File: src/rtl/puf_pkg.sv
// ============================================================================
// Module : puf_pkg
// Brief  : Shared types, constants and LFSR step function for the PUF sequencer.
// Rev    : 1.0  initial release
// ============================================================================
`default_nettype none

package puf_pkg;

  localparam int CHALL_W = 8;

  localparam logic [CHALL_W-1:0] LFSR_POLY     = 8'hB8;
  localparam logic [CHALL_W-1:0] SEED_ZERO_SUB = 8'h01;

  typedef enum logic [2:0] {
    ST_IDLE  = 3'd0,
    ST_CLEAR = 3'd1,
    ST_ARM   = 3'd2,
    ST_WAIT  = 3'd3,
    ST_DONE  = 3'd4
  } seq_state_t;

  // Galois right-shift step; feedback taps folded in when the LSB falls out.
  function automatic logic [CHALL_W-1:0] lfsr_next(input logic [CHALL_W-1:0] s);
    return (s >> 1) ^ (s[0] ? LFSR_POLY : {CHALL_W{1'b0}});
  endfunction

endpackage

`default_nettype wire

File: src/rtl/chall_lfsr.sv
// ============================================================================
// Module : chall_lfsr
// Brief  : 8-bit Galois LFSR producing the challenge stream; all-zero seed lock-up
//          is avoided by substituting a fixed non-zero seed.
// Rev    : 1.0  initial release
// ============================================================================
`default_nettype none

module chall_lfsr
  import puf_pkg::*;
(
  input  logic               clk,
  input  logic               rst,
  input  logic               load,
  input  logic [CHALL_W-1:0] seed,
  input  logic               step,
  output logic [CHALL_W-1:0] value
);

  logic [CHALL_W-1:0] r_state;

  always_ff @(posedge clk) begin
    if (rst) begin
      r_state <= '0;
    end else if (load) begin
      r_state <= (seed == '0) ? SEED_ZERO_SUB : seed;
    end else if (step) begin
      r_state <= lfsr_next(r_state);
    end
  end

  assign value = r_state;

endmodule

`default_nettype wire

File: src/rtl/puf_seq.sv
// ============================================================================
// Module : puf_seq
// Brief  : Challenge sequencer / response collector driving one puf_bit cell.
// Rev    : 1.0  initial release
// ============================================================================
`default_nettype none

module puf_seq
  import puf_pkg::*;
#(
  parameter int N_BITS      = 8,
  parameter int TIMEOUT_CYC = 1024
) (
  input  logic               clk,
  input  logic               rst,
  input  logic               start,
  input  logic [CHALL_W-1:0] seed,
  input  logic               bit_resp,
  input  logic               bit_finish,
  output logic [CHALL_W-1:0] chall,
  output logic               bit_en,
  output logic               bit_rst,
  output logic [N_BITS-1:0]  resp_word,
  output logic               valid,
  output logic               busy,
  output logic               timeout_err
);

  localparam int IDX_W = (N_BITS > 1) ? $clog2(N_BITS) : 1;
  localparam int CNT_W = $clog2(TIMEOUT_CYC);
  localparam logic [IDX_W-1:0] C_IDX_LAST = IDX_W'(N_BITS - 1);
  localparam logic [CNT_W-1:0] C_CNT_LAST = CNT_W'(TIMEOUT_CYC - 1);

  seq_state_t        r_state, w_state_nxt;
  logic [IDX_W-1:0]  r_idx;
  logic [CNT_W-1:0]  r_cnt;
  logic [CNT_W-1:0]  w_cnt_inc;
  logic [N_BITS-1:0] r_resp;
  logic              r_bit_en, r_bit_rst, r_valid, r_busy, r_tmo;
  logic              w_bit_en_nxt, w_bit_rst_nxt, w_valid_nxt, w_busy_nxt;
  logic              w_accept, w_capture, w_last, w_expire, w_step;

  assign w_cnt_inc = r_cnt + CNT_W'(1);
  assign w_accept  = (r_state == ST_IDLE) && start;
  assign w_last    = (r_idx == C_IDX_LAST);
  assign w_capture = (r_state == ST_WAIT) && bit_finish;
  // A finish in the final counted cycle still wins over the abort.
  assign w_expire  = (r_state == ST_WAIT) && !bit_finish && (w_cnt_inc == C_CNT_LAST);
  assign w_step    = w_capture && !w_last;

  chall_lfsr u_lfsr (
    .clk   (clk),
    .rst   (rst),
    .load  (w_accept),
    .seed  (seed),
    .step  (w_step),
    .value (chall)
  );

  always_ff @(posedge clk) begin
    if (rst) begin
      r_state <= ST_IDLE;
    end else begin
      r_state <= w_state_nxt;
    end
  end

  always_comb begin
    w_state_nxt = r_state;
    unique case (r_state)
      ST_IDLE:  if (start) w_state_nxt = ST_CLEAR;
      ST_CLEAR: w_state_nxt = ST_ARM;
      ST_ARM:   w_state_nxt = ST_WAIT;
      ST_WAIT: begin
        if (bit_finish) begin
          w_state_nxt = w_last ? ST_DONE : ST_CLEAR;
        end else if (w_expire) begin
          w_state_nxt = ST_IDLE;
        end
      end
      ST_DONE:  w_state_nxt = ST_IDLE;
      default:  w_state_nxt = ST_IDLE;
    endcase

    // Outputs are registered, so they are decoded from the state being entered.
    w_bit_en_nxt  = (w_state_nxt == ST_ARM) || (w_state_nxt == ST_WAIT);
    w_bit_rst_nxt = !w_bit_en_nxt;
    w_valid_nxt   = (w_state_nxt == ST_DONE);
    w_busy_nxt    = (w_state_nxt != ST_IDLE);
  end

  always_ff @(posedge clk) begin
    if (rst) begin
      r_bit_en  <= 1'b0;
      r_bit_rst <= 1'b1;
      r_valid   <= 1'b0;
      r_busy    <= 1'b0;
      r_tmo     <= 1'b0;
      r_idx     <= '0;
      r_cnt     <= '0;
      r_resp    <= '0;
    end else begin
      r_bit_en  <= w_bit_en_nxt;
      r_bit_rst <= w_bit_rst_nxt;
      r_valid   <= w_valid_nxt;
      r_busy    <= w_busy_nxt;

      if (w_accept) begin
        r_idx  <= '0;
        r_resp <= '0;
        r_tmo  <= 1'b0;
      end else if (w_capture) begin
        for (int i = 0; i < N_BITS; i++) begin
          if (r_idx == IDX_W'(i)) r_resp[i] <= bit_resp;
        end
        if (!w_last) r_idx <= r_idx + IDX_W'(1);
      end else if (w_expire) begin
        r_tmo <= 1'b1;
      end

      if (r_state == ST_ARM) begin
        r_cnt <= '0;
      end else if (r_state == ST_WAIT) begin
        r_cnt <= w_cnt_inc;
      end
    end
  end

  assign bit_en      = r_bit_en;
  assign bit_rst     = r_bit_rst;
  assign valid       = r_valid;
  assign busy        = r_busy;
  assign timeout_err = r_tmo;
  assign resp_word   = r_resp;

endmodule

`default_nettype wire

File: config.mk
export PLATFORM = sky130hd
export DESIGN_NAME = puf_seq
export DESIGN_NICKNAME = d
export VERILOG_FILES = /design/src/rtl/puf_pkg.sv /design/src/rtl/chall_lfsr.sv /design/src/rtl/puf_seq.sv
export SDC_FILE = /design/constraint.sdc
export NUM_CORES = 1
export LEC_CHECK = 0
export ABC_AREA = 1
export ABC_CLOCK_PERIOD_IN_PS = 4270
export BUFFER_PORTS_ARGS = -buffer_cell sky130_fd_sc_hd__buf_4
export CORE_MARGIN = 2
export CORE_UTILIZATION = 59
export DETAILED_ROUTE_END_ITERATION = 6
export GPL_TIMING_DRIVEN = 0
export PLACE_DENSITY = 0.84
export SKIP_CTS_REPAIR_TIMING = 1
export SYNTH_ARGS = -nofsm -noshare
export SYNTH_HDL_FRONTEND = slang
export SYNTH_SLANG_ARGS = --single-unit
File: constraint.sdc
create_clock -name clk -period 4.27 [get_ports clk]
set_input_delay 0.2135 -clock clk [delete_from_list [all_inputs] [get_ports clk]]
set_output_delay 0.2135 -clock clk [all_outputs]
set_load 0.02 [all_outputs]
==> results of run 1 <==
[power groups by stage]
stage / Combinational, mW / Clock, mW / Sequential [mW]
2_1_floorplan: 0.0722 / 0 / 0.404
6_report: 0.133 / 0.187 / 0.384
5_1_grt: 0.148 / 0.207 / 0.387
3_3_place_gp: 0.130 / 0 / 0.391
4_1_cts: 0.134 / 0.190 / 0.384
3_5_place_dp: 0.133 / 0 / 0.391
[critical path, stage by stage, from the launching register on]
cell,delay (ns)
dfxtp_1,0.40
ha_1,0.20
nand2_1,0.09
nor2_2,0.19
nand2_1,0.08
nand2_1,0.06
nand2_1,0.06
nor2_1,0.10
nand3_1,0.09
o21bai_1,0.21
nand3_1,0.12
nand2_2,0.10
nand3_1,0.07
[final cells by class]
cell class	count	area, um2	share of cell area, %
Sequential cell	37	741	34.3
Timing Repair Buffer	31	233	10.8
Multi-Input combinational cell	170	926	42.9
Buffer	6	23.8	1.10
Tap cell	33	41.3	1.91
Clock buffer	7	55.1	2.55
Inverter	35	139	6.43
[logic make-up after synthesis]
logic type | after synthesis
adders and majority gates | 8
DFF | 37
and+or+nand+nor | 123
AOI/OAI and AO/OA | 38
xor gates and xnor gates | 1
buffers and inverters | 41
[final timing paths]
path / from / end / cells after the start
worst max-delay path: r_cnt[0] / busy / 12
worst min-delay path: seed[1] / u_lfsr.value[1] / 3
worst max register to register: r_cnt[0] / busy / 12
worst min register to register: resp_word[3] / resp_word[3] / 2
[synth_stat cells, drive strengths merged]
| cell | count |
|---|---|
| or2 | 3 |
| inv | 35 |
| a31oi | 13 |
| dfxtp | 37 |
| nand4 | 5 |
| nor4 | 7 |
| nand3b | 2 |
| a21oi | 10 |
| nor3 | 8 |
| o21ai | 6 |
| clkbuf | 5 |
| nand3 | 13 |
| o21bai | 3 |
| o211ai | 4 |
| nor2 | 21 |
| xor2 | 1 |
| ha | 8 |
| buf | 1 |
| a211oi | 2 |
| nand2 | 64 |
[placed cells by master (no fill, tap or decap)]
cell type / netlist / layout
nand2_1: 62 / 62
dfxtp_1: 37 / 37
inv_1: 31 / 31
buf_4: 0 / 31
nor2_1: 16 / 16
nand3_1: 13 / 13
a31oi_1: 13 / 13
a21oi_1: 10 / 10
nor3_1: 8 / 8
ha_1: 8 / 8
nor4_1: 7 / 7
clkbuf_1: 5 / 6
o21ai_0: 6 / 6
nand4_1: 5 / 5
clkbuf_4: 0 / 5
o211ai_1: 4 / 4
inv_4: 3 / 3
o21bai_1: 3 / 3
or2_2: 3 / 3
nor2_8: 2 / 2
nor2_2: 2 / 2
nand3b_1: 2 / 2
a211oi_1: 2 / 2
buf_2: 1 / 1
nor2_4: 1 / 1
xor2_1: 1 / 1
nand2_2: 1 / 1
nand2_4: 1 / 1
inv_2: 1 / 1
clkbuf_8: 0 / 1
[metal layers]
layer  up-vias  share of wire, %
met2        48                46
li1        900                 -
met4         0               1.6
met1       752                47
met3         6               5.5
met5         -                 0
[sequential cells by signal, indices dropped and copies added (netlist names)]
register,cells
r_idx,3
r_cnt,10
r_state,3
bit_en,1
resp_word,8
valid,1
timeout_err,1
busy,1
bit_rst,1
u_lfsr.value,8
==> metrics.md, run 1 <==
| Metric | Value |
|---|---|
| Mapped cell area | `1830 um2` |
| IO buf count | `31` |
| Met2 GRT Util | `37.6%` |
| First-pass GRT wire length | `6470 um` |
| Setup TNS | `0 ns` |
| Final setup violation count | `0` |
| Share of post-route cells with drive strength above 1 | `18.2%` |
| Drt total wl | `3750 um` |
| H-tree levels | `2` |
| Total power | `0.703 mW` |
| Largest family of logic cells by synthesized area | `simple AND/OR/NAND/NOR gates` |
| Die width | `59.7 um` |
| Worst IR Drop VDD | `0.187 mV` |
| Area Growth Syn to Fin | `18.0%` |
| Max Root-Sink Buffers | `2` |
| Slew @ Worst Pin | `0.465 ns` |
| Combinational power share | `18.9%` |
| Fin cells | `319` |
| Clk_lat worst skew | `0.34 ns` |
| CTS root buffer | `clkbuf_4` |
| GR met1 Demand/Resource | `32.2%` |
| Post-Synth Simple-Gate Area | `32.1%` |
| Final worst setup slack | `2.39 ns` |
| Pre-CTS setup slack | `2.38 ns` |
| Critical path startpoint category | `register` |
| CORE AREA | `3000 um2` |
| Final hold vios | `0` |
| Internal | `0.496 mW` |
| Post-Synth XOR/XNOR Area | `0.479%` |
| Critical path class | `register to register` |
| CTS tree | `yes` |
| Max-cap violations | `0` |
| Area share of the largest cell type after synthesis | `40.5%` |
| Final net count | `307` |
| Placed Instances | `312` |
| Vias in the first global route | `1514` |
| CP endpoint kind | `register` |
| Clk slew on worst S/H paths | `0.11 ns` |
| Via count | `1706` |
| Post-route cell area | `2160 um2` |
| Placer congestion estimate | `0.761` |
| Flop-to-flop setup slack | `2.39 ns` |
| I/O pin cnt | `34` |
| CTS Sinks | `37` |
| Sw Ratio | `29.5%` |
| CP arrival | `2.10 ns` |
| Via/cell ratio | `5.35` |
| WP data required | `4.49 ns` |
| Register area share after synthesis | `40.5%` |
| DRT iter0 DRCs | `74` |
| Final Max Slew Viols | `0` |
| Placed inst area | `2100 um2` |
| Clock Skews | `0.0147 ns` |
| Fillers | `272` |
| Cell variety after synth | `27` |
| Die Y | `59.7 um` |
| Ys Warns | `0` |
| Final period utilization | `44.0%` |
| Slew margin rel. | `69.0%` |
| Cell taking the most area after synthesis | `dfxtp_1` |
| Max Clk Rate | `533 MHz` |
| P_sw | `0.208 mW` |
| Final Util | `71.9%` |
| Diode count | `0` |
| Initial antenna violation count | `0` |
| Met3 GRT Util | `5.19%` |
| Initial Util | `60.9%` |
| Busiest layer in global routing | `met2` |
| Detail Route Antenna Nets | `0` |
| Cells after Synth | `248` |
| Unrepaired setup endpoints after global routing | `no` |
| Die area | `3560 um2` |
| Dpl hpwl | `2860 um` |
| Power share of the clock group | `26.5%` |
| Post-synthesis mux area share | `0%` |
| Power per cell area | `326 nW/um2` |
| Compound-gate portion of the synthesized area | `12.5%` |
| TritonCTS Buffers | `5` |
| Status | `finished, final reports clean` |
| Clock period minus worst slack | `1.88 ns` |
| Hold crit path type | `primary input to register` |
| Row cnt | `20` |
| Wirelength per Cell | `11.8 um` |
| Avg Cell Area, Syn | `7.38 um2` |
| Remaining DRCs | `0` |
| Largest net degree at the start of global routing | `11` |
| Leak Pwr | `0.941 nW` |
| Top cells by area, synth | `dfxtp_1 (40%), nand2_1 (13%), inv_1 (6.4%)` |
| Pre-Repair DR Iteration Count | `4` |
| CP Max Fanout | `5` |
| WHS | `0.154 ns` |
| Flop pwr share | `54.6%` |
| Total Routing Usage GR | `23.9%` |
| Adder-Cell Fraction of Synth Area | `5.47%` |
| Yosys reg bits | `37` |
| Synthesized net count | `269` |
| Remaining Overflow, GRT | `0` |
(Power assumes the default switching activity.)
==> run 2: changes to the inputs <==
ABC_CLOCK_PERIOD_IN_PS = 1900   (was 4270)
CORE_UTILIZATION = 54   (was 59)
PLACE_DENSITY = 0.78   (was 0.84)
clock period = 1.9 ns   (was 4.27 ns; I/O delays follow)
==> run 2 against run 1 <==
  * Sequential share of layout area decreased by 0.82 points
  * Design area is 3.5% higher
  * Largest cell class unchanged
  * Hold slack worse by 0.12 ns
  * Critical path depth is the same
  * Non-clock buffer count increased by 3
  * Power rose by 120%
  * Sequential cell count stayed put
==> metrics.md, run 2 (synthesis gave the netlist of run 1 again) <==
| Metric | Value |
|---|---|
| R2R depth | `12 (unchanged)` |
| Largest net degree at the start of global routing | `12 (+1)` |
| Area Growth Syn to Fin | `22.1%` |
| Vias in the first global route | `1571 (+3.8%)` |
| Placer congestion estimate | `0.856 (+12%)` |
| Final period utilization | `94.4% (+50 points)` |
| Fillers | `302 (+11%)` |
| Clock Skews | `0.0152 ns (+0.000572 ns)` |
| CP Max Fanout | `5 (unchanged)` |
| Initial Util | `55.7% (-5.2 points)` |
| Clk_lat worst skew | `0.35 ns (about the same)` |
| Wirelength per Cell | `11.6 um (-1.1%)` |
| Final Util | `68.0% (-3.9 points)` |
| Slew @ Worst Pin | `0.459 ns (-0.00607 ns)` |
| Share of post-route cells with drive strength above 1 | `21.4% (+3.2 points)` |
| Hold path startpoint | `seed[1]` |
| Max reg flops | `10 (unchanged)` |
| Status | `finished, final reports clean` |
| Worst IR Drop VDD | `0.493 mV (+160%)` |
| CP arrival | `2.09 ns (about the same)` |
| Commonest non-fill, non-tap cell in the layout | `nand2_1` |
| Clock period minus worst slack | `1.79 ns (-0.0838 ns)` |
| Leak Pwr | `0.963 nW (+2.3%)` |
| CTS tree | `yes` |
| WP data required | `2.20 ns (-2.29 ns)` |
| WHS | `0.0361 ns (-0.118 ns)` |
| TritonCTS Buffers | `5 (unchanged)` |
| Fin cells | `336 (+5.3%)` |
| Die width | `62.2 um (+4.2%)` |
| Max-cap violations | `0 (unchanged)` |
| First-pass GRT wire length | `6710 um (+3.7%)` |
| CTS root buffer | `clkbuf_4` |
| Setup TNS | `0 ns (unchanged)` |
| Placed Instances | `325 (+4.2%)` |
| Reg-to-reg endpoint | `bit_rst` |
| End of the worst hold path | `u_lfsr.value[1]` |
| Die area | `3870 um2 (+8.6%)` |
| Reg2reg start | `r_cnt[0]` |
| Final hold vios | `0 (unchanged)` |
| Initial antenna violation count | `0 (unchanged)` |
| Clk slew on worst S/H paths | `0.11 ns (about the same)` |
| Final setup violation count | `0 (unchanged)` |
| Hold crit path type | `primary input to register` |
| Max Clk Rate | `558 MHz (+4.7%)` |
| IO buf count | `31 (unchanged)` |
| Max Root-Sink Buffers | `2 (unchanged)` |
| DRT iter0 DRCs | `78 (+5.4%)` |
| Pre-Repair DR Iteration Count | `4 (unchanged)` |
| Via/cell ratio | `5.15 (-3.6%)` |
| Critical path startpoint category | `register` |
| I/O pin cnt | `34 (unchanged)` |
| Most frequent cells in the layout | `nand2_1 (60), dfxtp_1 (35), buf_4 (34)` |
| Remaining DRCs | `0 (unchanged)` |
| Remaining Overflow, GRT | `0 (unchanged)` |
| Via count | `1732 (+1.5%)` |
| Slew margin rel. | `69.4% (+0.40 points)` |
| Critical path class | `register to register` |
| CORE AREA | `3280 um2 (+9.4%)` |
| Final net count | `310 (+0.98%)` |
| CP endpoint kind | `register` |
| Drt total wl | `3910 um (+4.1%)` |
| Flop-to-flop setup slack | `0.11 ns (-2.29 ns)` |
| Die Y | `62.2 um (+4.2%)` |
| CTS Sinks | `37 (unchanged)` |
| Row cnt | `21 (+5.0%)` |
| Power per cell area | `705 nW/um2 (+120%)` |
| Detail Route Antenna Nets | `0 (unchanged)` |
| Hold Crit Depth | `3 (unchanged)` |
| Diode count | `0 (unchanged)` |
| H-tree levels | `2 (unchanged)` |
| Reg with most FFs | `r_cnt` |
| Dpl hpwl | `2800 um (-2.1%)` |
| Final Max Slew Viols | `0 (unchanged)` |
| Total Routing Usage GR | `21.4% (-2.5 points)` |
## run 2: report_power, final
part / switching (mW) / internal (mW) / total [mW]
clock network: 0.265 / 0.141 / 0.406
logic: 0.185 / 0.122 / 0.307
registers: 0.0405 / 0.822 / 0.863
total: 0.490 / 1.09 / 1.58
## run 2: layout make-up
type	count	area [um2]	area share (%)
Multi-Input combinational cell	170	958	42.9
Sequential cell	37	748	33.5
Timing Repair Buffer	34	255	11.4
Inverter	35	139	6.22
Tap cell	46	57.6	2.58
Clock buffer	6	41.3	1.85
Buffer	6	23.8	1.06
Clock inverter	2	10.0	0.448
## run 2: worst max-delay path by stage
stage                        start  endpoint  slack, ns  depth (start not counted)
final                     r_cnt[0]   bit_rst       0.11                         12
after global routing      r_cnt[0]      busy      -0.01                         12
after CTS                 r_cnt[0]      busy      0.009                         12
after detailed placement  r_cnt[0]      busy       0.04                         12
after global placement    r_cnt[0]      busy       0.08                         12
after floorplan           r_cnt[0]      busy       0.31                         12
## run 2: worst max-delay path, cell delays in order, from the launching register on
cell and delay (ns):
dfxtp_4 0.40, ha_4 0.15, nand2_2 0.08, nor2_4 0.15, nand2_1 0.07, nand2_1 0.06, nand2_1 0.07, nor2_1 0.11
nand3_1 0.10, o21bai_1 0.21, nand3_1 0.11, nand2_2 0.11, buf_4 0.12
## run 2: through the flow
stage | setup slack, ns | cell area (um2) | power [mW]
final | 0.107 | 2230 | 1.58
after global routing | -0.00981 | 2230 | 1.65
after CTS | 0.00906 | 2170 | 1.58
after detailed placement | 0.0431 | 2120 | 1.18
after global placement | 0.0846 | 2120 | 1.17
after floorplan | 0.309 | 1830 | 1.07
## run 2: metal layers
| layer | vias to the layer above | global-route usage [%] | routed length, um |
|---|---|---|---|
| li1 | 902 | - | - |
| met4 | 0 | 7.50 | 57 |
| met3 | 5 | 5.62 | 169 |
| met5 | - | 0 | 0 |
| met1 | 787 | 27.0 | 1870 |
| met2 | 38 | 35.5 | 1810 |
==> run 3: changes to the inputs <==
HOLD_SLACK_MARGIN = 0.06   (was not set)
MAX_ROUTING_LAYER = met4   (was not set)
SLEW_MARGIN = 20   (was not set)
==> run 3 against run 2 <==
  * Sequential power about the same
  * Fmax shrank 0.18%
  * Highest routed layer unchanged
  * Utilization up 1.5 points
  * Largest cell class unchanged
  * Critical endpoint is now busy
  * Via count grew 0.98%
==> metrics.md, run 3 (synthesis gave the netlist of run 1 again) <==
| Metric | Value |
|---|---|
| Status | `finished, final reports clean` |
| Cell Chain, Critical Path | `ha_4 > nand2_2 > nor2_4 > nand2_1 > nand2_1 > nand2_1 > nor2_1 > nand3_1 > o21bai_1 > nand3_1 > nand2_2 > nand3_2` |
| Hold path startpoint | `seed[7]` |
| Vias in the first global route | `1571 (unchanged)` |
| Final Max Slew Viols | `0 (unchanged)` |
| IO buf count | `31 (unchanged)` |
| Initial antenna violation count | `0 (unchanged)` |
| CTS root buffer | `clkbuf_4` |
| Placer congestion estimate | `0.870 (+1.6%)` |
| CP max stage delay | `0.40 ns (about the same)` |
| Critical path class | `register to register` |
| Wirelength per Cell | `11.5 um (-0.73%)` |
| Max reg flops | `10 (unchanged)` |
| Die area | `3870 um2 (unchanged)` |
| Final setup violation count | `0 (unchanged)` |
| Buf/Inv on CP | `0 (-1)` |
| Clk slew on worst S/H paths | `0.11 ns (about the same)` |
| Clock Skews | `0.0149 ns (-0.000304 ns)` |
| Total Routing Usage GR | `22.0% (+0.61 points)` |
| Remaining Overflow, GRT | `0 (unchanged)` |
| Commonest non-fill, non-tap cell in the layout | `nand2_1` |
| Row cnt | `21 (unchanged)` |
| Pre-CTS setup slack | `0.0431 ns (unchanged)` |
| CP arrival | `2.03 ns (-0.06 ns)` |
| Clk_lat worst skew | `0.35 ns (about the same)` |
| CP Max Fanout | `5 (unchanged)` |
| Area Growth Syn to Fin | `24.8%` |
| Slowest-stage cell, CP | `dfxtp_4` |
| Final hold vios | `0 (unchanged)` |
| Reg with most FFs | `r_cnt` |
| Final period utilization | `94.5% (+0.17 points)` |
| Register area | `748 um2 (unchanged)` |
| Drt total wl | `3940 um (+0.74%)` |
| CP endpoint kind | `register` |
| Share of post-route cells with drive strength above 1 | `21.0% (-0.36 points)` |
| Dpl hpwl | `2800 um (unchanged)` |
| Fillers | `293 (-3.0%)` |
| Final net count | `315 (+1.6%)` |
| Max Root-Sink Buffers | `2 (unchanged)` |
| Max-cap violations | `0 (unchanged)` |
| Detail Route Antenna Nets | `0 (unchanged)` |
| Via count | `1749 (+0.98%)` |
| Reg2reg start | `r_cnt[0]` |
| H-tree levels | `2 (unchanged)` |
| Worst IR Drop VDD | `0.540 mV (+9.5%)` |
| Critical path startpoint category | `register` |
| Critical path's top delay family | `simple AND/OR/NAND/NOR gates` |
| Area of the multi-input gates | `958 um2 (unchanged)` |
| I/O pin cnt | `34 (unchanged)` |
| Initial Util | `55.7% (unchanged)` |
| Largest net degree at the start of global routing | `12 (unchanged)` |
| First-pass GRT wire length | `6710 um (unchanged)` |
| CTS tree | `yes` |
| CORE AREA | `3280 um2 (unchanged)` |
| Slew @ Worst Pin | `0.463 ns (+0.00456 ns)` |
| Die width | `62.2 um (unchanged)` |
| Final worst setup slack | `0.104 ns (-0.00329 ns)` |
| Critical Path Most Common Cell | `nand2_1` |
| Pre-Repair DR Iteration Count | `4 (unchanged)` |
| Max Clk Rate | `557 MHz (-0.18%)` |
| Remaining DRCs | `0 (unchanged)` |
| TritonCTS Buffers | `5 (unchanged)` |
| Via/cell ratio | `5.13 (-0.50%)` |
| Leak Pwr | `0.984 nW (+2.2%)` |
| Diode count | `0 (unchanged)` |
| Most frequent cells in the layout | `nand2_1 (60), dfxtp_1 (35), buf_4 (34)` |
| Die Y | `62.2 um (unchanged)` |
| Slew margin rel. | `69.1% (-0.30 points)` |
| Power per cell area | `692 nW/um2 (-1.9%)` |
| Hold crit path type | `primary input to register` |
| CTS Sinks | `37 (unchanged)` |
| Clock period minus worst slack | `1.80 ns (+0.00329 ns)` |
| DRT iter0 DRCs | `88 (+13%)` |
| WHS | `0.0518 ns (+0.0157 ns)` |
| WP data required | `2.13 ns (-0.07 ns)` |
| CP Launch Point | `r_cnt[0]` |
run 3: where the power goes:
part / switching (mW) / internal, mW
registers: 0.0402 / 0.822
logic: 0.187 / 0.129
clock network: 0.261 / 0.141
total: 0.488 / 1.09
run 3: worst paths after layout:
kind / to / slack (ns) / cells past startpoint
max: busy / 0.10 / 12
min: u_lfsr.value[7] / 0.05 / 3
max reg2reg: busy / 0.10 / 12
min reg2reg: resp_word[7] / 0.47 / 2
run 3: stage by stage:
| stage | instance area, um2 | total power, mW | utilization, % | TNS (ns) | instances |
|---|---|---|---|---|---|
| final | 2280 | 1.58 | 69.5 | 0 | 341 |
| after global routing | 2280 | 1.66 | 69.5 | -0.0245 | 341 |
| after CTS | 2170 | 1.58 | 66.1 | 0 | 333 |
| after detailed placement | 2120 | 1.18 | 64.5 | 0 | 325 |
| after global placement | 2120 | 1.17 | 64.5 | 0 | 325 |
| after floorplan | 1830 | 1.07 | - | 0 | 248 |
run 3: layout make-up:
class	instances	share of cell area, %
multi-input cells	170	42.0
flip-flops and latches	37	32.8
repair buffers	39	13.4
inverters	35	6.08
well taps	46	2.52
clock buffers	6	1.81
plain buffers	6	1.04
clock inverters	2	0.438
run 3: layer usage:
| metal | track usage, % | up-vias | routed length, um |
|---|---|---|---|
| li1 | - | 912 | - |
| met1 | 27.1 | 795 | 1880 |
| met2 | 35.5 | 37 | 1810 |
| met3 | 5.43 | 5 | 180 |
| met4 | 7.50 | 0 | 59 |
| met5 | - | - | 0 |
run 3: worst reg2reg max path, delay by kind of cell, from the launching register on:
kind            cells  cell delay (ns)
fa+ha+maj           1             0.15
simple gates       10             0.93
compound gates      1             0.21
flops               1             0.40
